**src/rtl/vend_pkg.sv**
```systemverilog
`default_nettype none
// ============================================================================
//  Module   : vend_pkg
//  Brief    : Shared vending-machine constants, FSM state encoding and helpers.
//  Revision : 1.0
// ============================================================================
package vend_pkg;

    typedef logic [1:0] state_t;

    localparam state_t c_IDLE       = 2'd0;
    localparam state_t c_PRESS_FILT = 2'd1;
    localparam state_t c_DOWN       = 2'd2;
    localparam state_t c_REL_FILT   = 2'd3;

    localparam int c_SYS_CLK_HZ      = 50_000_000;
    // 20 ms worth of system-clock cycles
    localparam int c_CNT_MAX_DEFAULT = c_SYS_CLK_HZ / 50;

    // True while the filtered sensor level counts as "coin present"
    function automatic logic is_held(input state_t s);
        return (s == c_DOWN) || (s == c_REL_FILT);
    endfunction

endpackage
`default_nettype wire

```
**src/rtl/sync_2ff.sv**
```systemverilog
`default_nettype none
// ============================================================================
//  Module   : sync_2ff
//  Brief    : Generic two-flop synchroniser with a configurable reset level.
//  Revision : 1.0
// ============================================================================
module sync_2ff #(
    parameter logic RST_VAL = 1'b0
) (
    input  logic clk,
    input  logic rst,
    input  logic d_i,
    output logic q_o
);

    logic meta_q;
    logic sync_q;

    // Only the second stage is visible; the first may be metastable
    always_ff @(posedge clk) begin
        if (rst) begin
            meta_q <= RST_VAL;
            sync_q <= RST_VAL;
        end else begin
            meta_q <= d_i;
            sync_q <= meta_q;
        end
    end

    assign q_o = sync_q;

endmodule
`default_nettype wire

```
**src/rtl/coin_debounce.sv**
```systemverilog
`default_nettype none
// ============================================================================
//  Module   : coin_debounce
//  Brief    : Synchronises and debounces the coin sensor, emitting one pulse
//             per inserted coin. Optional macro COIN_CNT_EN adds a coin count.
//  Revision : 1.0
// ============================================================================
module coin_debounce
    import vend_pkg::*;
#(
    parameter int CNT_MAX    = c_CNT_MAX_DEFAULT,
    parameter bit ACTIVE_LOW = 1'b1
) (
    input  logic       clk,
    input  logic       rst,
    input  logic       key_in,
    output logic       po_money,
    output logic       o_stable
`ifdef COIN_CNT_EN
    ,
    output logic [7:0] o_coin_cnt
`endif
);

    localparam int                 CNT_W      = $clog2(CNT_MAX);
    localparam logic [CNT_W-1:0]   c_CNT_LAST = CNT_W'(CNT_MAX - 1);
    localparam logic [CNT_W-1:0]   c_CNT_ONE  = CNT_W'(1);

    logic             key_sync;
    logic             act;
    state_t           state_q;
    state_t           state_d;
    logic [CNT_W-1:0] cnt_q;
    logic [CNT_W-1:0] cnt_d;
    logic             po_money_q;
    logic             po_money_d;
    logic             stable_q;
    logic             stable_d;

    sync_2ff #(
        .RST_VAL (ACTIVE_LOW)
    ) u_sync (
        .clk (clk),
        .rst (rst),
        .d_i (key_in),
        .q_o (key_sync)
    );

    assign act = key_sync ^ ACTIVE_LOW;

    always_ff @(posedge clk) begin
        if (rst) begin
            state_q    <= c_IDLE;
            cnt_q      <= '0;
            po_money_q <= 1'b0;
            stable_q   <= 1'b0;
        end else begin
            state_q    <= state_d;
            cnt_q      <= cnt_d;
            po_money_q <= po_money_d;
            stable_q   <= stable_d;
        end
    end

    // The counter is cleared on every state exit, so it can never wrap
    always_comb begin
        state_d = state_q;
        cnt_d   = cnt_q;
        case (state_q)
            c_IDLE: begin
                cnt_d = '0;
                if (act) begin
                    state_d = c_PRESS_FILT;
                end
            end
            c_PRESS_FILT: begin
                if (!act) begin
                    state_d = c_IDLE;
                    cnt_d   = '0;
                end else if (cnt_q == c_CNT_LAST) begin
                    state_d = c_DOWN;
                    cnt_d   = '0;
                end else begin
                    cnt_d = cnt_q + c_CNT_ONE;
                end
            end
            c_DOWN: begin
                cnt_d = '0;
                if (!act) begin
                    state_d = c_REL_FILT;
                end
            end
            c_REL_FILT: begin
                if (act) begin
                    state_d = c_DOWN;
                    cnt_d   = '0;
                end else if (cnt_q == c_CNT_LAST) begin
                    state_d = c_IDLE;
                    cnt_d   = '0;
                end else begin
                    cnt_d = cnt_q + c_CNT_ONE;
                end
            end
            default: begin
                state_d = c_IDLE;
                cnt_d   = '0;
            end
        endcase
    end

    // Only a filtered press may pulse; a release glitch re-entering DOWN may not
    always_comb begin
        po_money_d = (state_q == c_PRESS_FILT) && (state_d == c_DOWN);
        stable_d   = is_held(state_d);
    end

    assign po_money = po_money_q;
    assign o_stable = stable_q;

`ifdef COIN_CNT_EN
    logic [7:0] coin_cnt_q;

    always_ff @(posedge clk) begin
        if (rst) begin
            coin_cnt_q <= 8'd0;
        end else if (po_money_d) begin
            coin_cnt_q <= coin_cnt_q + 8'd1;
        end
    end

    assign o_coin_cnt = coin_cnt_q;
`endif

endmodule
`default_nettype wire

```
**config.mk**
```make
export PLATFORM = sky130hd
export DESIGN_NAME = coin_debounce
export DESIGN_NICKNAME = d
export VERILOG_FILES = /design/src/rtl/vend_pkg.sv /design/src/rtl/sync_2ff.sv /design/src/rtl/coin_debounce.sv
export SDC_FILE = /design/constraint.sdc
export NUM_CORES = 1
export LEC_CHECK = 0
export CAP_MARGIN = 20
export CELL_PAD_IN_SITES_DETAIL_PLACEMENT = 1
export CELL_PAD_IN_SITES_GLOBAL_PLACEMENT = 2
export CORE_MARGIN = 2
export CORE_UTILIZATION = 36
export DETAILED_ROUTE_END_ITERATION = 10
export HOLD_SLACK_MARGIN = 0.05
export PLACE_DENSITY = 0.83
export SLEW_MARGIN = 0
export SYNTH_ARGS = -nofsm -noshare
export SYNTH_HDL_FRONTEND = slang
export SYNTH_SLANG_ARGS = --single-unit
```
**constraint.sdc**
```tcl
create_clock -name clk -period 2.05 [get_ports clk]
set_input_delay 0.5125 -clock clk [delete_from_list [all_inputs] [get_ports clk]]
set_output_delay 0.5125 -clock clk [all_outputs]
set_load 0.005 [all_outputs]
```
# ---- Yosys cells after proc, flatten, opt, wreduce, memory -nomap -nowiden
# Index checks and enable logic that the tools add are counted.
dict set report totals {
  ff_bits 26
  out_inout_bits 2
}
dict set report classes {
  addsub 1
  n_eq_ne 6
  muxes 11
  n_reduce_logical 4
}
# cell n
set ops {}
lappend ops {{20-bit two-way mux} 3}
lappend ops {{20-bit one-hot mux with 3 select lines} 1}
lappend ops {{20-bit by 1-bit adder with 20-bit output (second input constant)} 1}
lappend ops {{20-bit == test (second input constant)} 1}
lappend ops {{2-bit two-way mux} 6}
lappend ops {{2-bit == test (second input constant)} 4}
lappend ops {{2-bit one-hot mux with 4 select lines} 1}
lappend ops {{2-bit by 1-bit == test with 1-bit output (second input constant)} 1}
lappend ops {{2-bit zero test} 1}
lappend ops {{2-bit OR reduction} 1}
lappend ops {{1-bit logical AND} 1}
lappend ops {{1-bit logical OR} 1}

# ---- Depth between registers and ports, before layout
dict set report depth {
  ltp_word 6
  depth_mapped 6
  mapped_depth_nobuf 5
}

# ---- Modules after synthesis
# Synthesis repeated with hierarchy kept, for this count alone.
dict set report unflattened {
  cells_unflattened 122
  area_unflattened_um2 1144.8
}
# module n_inst cells_each area_per_inst_um2 seq_area_each_um2
set modules_own_cells {}
lappend modules_own_cells {coin_debounce 1 118 1092.3 460.4}
lappend modules_own_cells {sync_2ff 1 4 52.6 40.0}

# ---- Worst setup path before layout
# No wires, ideal clock.
dict set report synth_timing {
  path_type {register to register}
  from {reg cnt_q[8]}
  to {reg cnt_q[18]}
  setup_time_ns 0.067
  arrival_ns 1.586
  t_required_ns 1.983
  slack_ns 0.396
  stages_incl_launch_ff 6
  synth_period_minus_slack_ns 1.654
  cell_sequence {dfxtp_1 nand4_2 or3_1 buf_2 or4_4 a21oi_2}
}
dict set report synth_via {
  elab_chain_len 4
}
# element line_no
set synth_lines {}
lappend synth_lines {{start, declared} coin_debounce.sv:33} ;# logic [CNT_W-1:0] cnt_q;
lappend synth_lines {{start signal, assigned} coin_debounce.sv:59} ;# cnt_q <= cnt_d;
lappend synth_lines {{20-bit by 1-bit adder with 20-bit output / 20-bit == test (equally long branches)} n/a}
lappend synth_lines {{20-bit two-way mux (*)} {coin_debounce.sv:80, coin_debounce.sv:97}}
lappend synth_lines {{20-bit two-way mux, on equally long branches} {coin_debounce.sv:94, coin_debounce.sv:77}}
lappend synth_lines {{20-bit one-hot mux with 3 select lines (*)} coin_debounce.sv:69} ;# case (state_q)
# Mark *: on every way between the ends. The rest lies on a longest branch, timed or not.
# A chain may end at the register's enable or synchronous reset.

# ---- Final worst setup path
dict set report layout_timing {
  from {reg cnt_q[2]}
  to {reg cnt_q[18]}
}
# The elaborated chain is that of the path after synthesis.

==> results.yml <==
run_status:
  status: "finished, final reports clean"
die:
  core_region_area_um2: 2810
  dieArea_um2: 3460
  fp-row-count: 19
  start_util_pct: 38.5
  die_h_um: 58.8
  die_x_um: 58.8
  ios: 5
clocking:
  cts_resized: 0
  cts_buffer_depth: 2
  cts_hold_buf: 0
  cts_tree: "yes"
  cts-buffers-inserted: 3
  h-tree-depth: 1
  cts.sinks: 25
  post_cts_buffers: 0
  clkTransAtPathRegs_ns: 0.13
  insertion_delay_ns: 0.32
  cts-root-buf: "clkbuf_4"
grt:
  antenna_found_initial: 0
  track_usage_pct: 14.4
  grt-busiest-layer: "met2"
  grt_max_degree: 21
  grt_pass1_wl_um: 3710
  grt_util_met3_pct: 3.96
  grt_pass1_vias: 859
  overflow: 0
  grt_util_met1_pct: 17.4
  met2_usage_pct: 23.0
placement:
  pre_cts_ws_ns: 0.227
  gp_congestion: 0.814
  hpwl_um: 1620
  portBuffers: 4
logic_synthesis:
  synth_top_cell_by_area: "dfxtp_1"
  yosysUniqueCellTypes: 31
  yosys_warnings: 0
  synth_ff_type: "dfxtp_1"
  syn_inst: 121
  ys_top_cells_by_area: "dfxtp_1, xnor2_1, nor2_1"
  yosysTopAreaCellShare_pct: 46.3
  syn-num-nets: 125
  synth.most_common_cell: "dfxtp_1"
  ys_ff_latch: 25
  synthArstFlopShare_pct: 0
  syn_area_um2: 1080
  synth-seq-area-share_pct: 46.3
  ys_top_cells_by_count: "dfxtp_1, nor2_1, xnor2_1"
  synth.avg_cell_area_um2: 8.93
  synth_edf_count: 0
timing:
  finalHoldViolations: 0
  period_share_pct: 89.6
  clock_skew_ns: 0.000701
  fin_ws_ns: 0.214
  setup_viol: 0
  slew_viol_final: 0
  fin_crit_ns: 1.84
  slew_headroom_pct: 74.4
  rsz0062_at_grt: "no"
  tns_ns: 0
  worst_pin_slew_ns: 0.378
  fmax_ghz: 0.545
critical_path:
  critPathArrivalTime_ns: 2.11
  required_ns: 2.32
  cp_max_fo: 8
  path_class: "register to register"
  cp-end-kind: "register"
  crit_path_start_kind: "register"
  reg2reg_depth: 4
drt:
  postRouteAntennaNets: 0
  drtIter0Drc: 13
  drc_errors: 0
  vias: 864
  first_pass_iters: 3
  routedWlPerCell_um: 13.9
  drt-vias-per-instance: 5.50
  finalWirelength_um: 2180
cells_and_area:
  antenna_cells: 0
  area_growth_pct: 8.80
  final_nets: 131
  final_layout_size_suffix_gt1_share_pct: 8.73
hold_path:
  hold_path_class: "register to register"
  hold_depth: 1
power:
  total_power_uw: 720
  ir_worst_vdd_mv: 0.302
  cellPowerDensity_nw_per_um2: 612
  power.leakage_nw: 0.356
run:
  drv_cap: 0
==> layer usage <==
layer / part of all wire (%) / vias to the layer above / wire [um]
met5: 0 / - / 0
met4: 2.1 / 0 / 46
met3: 2.3 / 5 / 51
met2: 49 / 4 / 1060
met1: 47 / 418 / 1020
li1: - / 437 / -
==> flip-flops by register name, summed over array words and instances, names as in the netlist <==
name and cells:
cnt_q 20, state_q 2, po_money 1, u_sync.meta_q 1, u_sync.q_o 1
==> cell families (layout without fill, tap and decap cells) <==
| kind of cell | after synthesis | count (layout) | synth area share, % |
|---|---|---|---|
| xor+xnor | 14 | 14 | 11.3 |
| compound gates | 13 | 13 | 7.41 |
| simple gates | 60 | 60 | 30.8 |
| fa+ha+maj | 1 | 1 | 1.16 |
| buf+inv | 8 | 13 | 3.01 |
| flops | 25 | 25 | 46.3 |
==> final timing paths <==
kind	from	to	slack, ns
max	cnt_q[2]	cnt_q[18]	0.21
min reg2reg	u_sync.meta_q	u_sync.q_o	0.43
min	u_sync.meta_q	u_sync.q_o	0.43
max reg2reg	cnt_q[2]	cnt_q[18]	0.21
==> placed cells by master (no fill, tap or decap), types with 2 or more instances in the layout <==
cell type	count
a21oi_1	5
and3_1	3
and4_1	2
clkbuf_4	3
clkdlybuf4s50_1	4
dfxtp_1	25
inv_1	4
nand2_1	6
nand3_1	7
nand4_1	6
nor2_1	16
nor3_1	3
nor4_1	2
o21ai_0	3
o31ai_1	3
or2_2	2
or3_1	5
xnor2_1	8
xor2_1	6
==> power by group <==
group	internal [mW]	leakage, nW	total (mW)	switching (mW)
Sequential	0.488	0.202	0.490	0.00131
Clock	0.0763	0.0150	0.221	0.144
Combinational	0.00593	0.139	0.00938	0.00345
==> cell type report <==
| class | instances | area (um^2) |
|---|---|---|
| tap | 31 | 38.8 |
| timing repair buffer | 5 | 47.5 |
| clock buffer | 4 | 26.3 |
| multi-input combinational | 88 | 548 |
| fill | 345 | 1630 |
| inverter | 4 | 15.0 |
| sequential | 25 | 500 |
==> through the flow <==
stage / instances / instance area [um^2] / hold slack [ns] / utilization, %
finish: 157 / 1180 / 0.434 / 41.9
global route: 157 / 1180 / 0.456 / 41.9
CTS: 157 / 1180 / 0.443 / 41.9
detailed placement: 153 / 1150 / 0.410 / 41.0
global placement: 153 / 1150 / 0.394 / 41.0
floorplan: 121 / 1080 / 0.389 / -
==> critical path, cell delays in order, from the launching register on <==
cell and delay [ns]:
dfxtp_1 0.45, and4_1 0.40, nand2_1 0.24, or4_4 0.57, a21oi_2 0.14
Power figures use the tool's default switching activity.
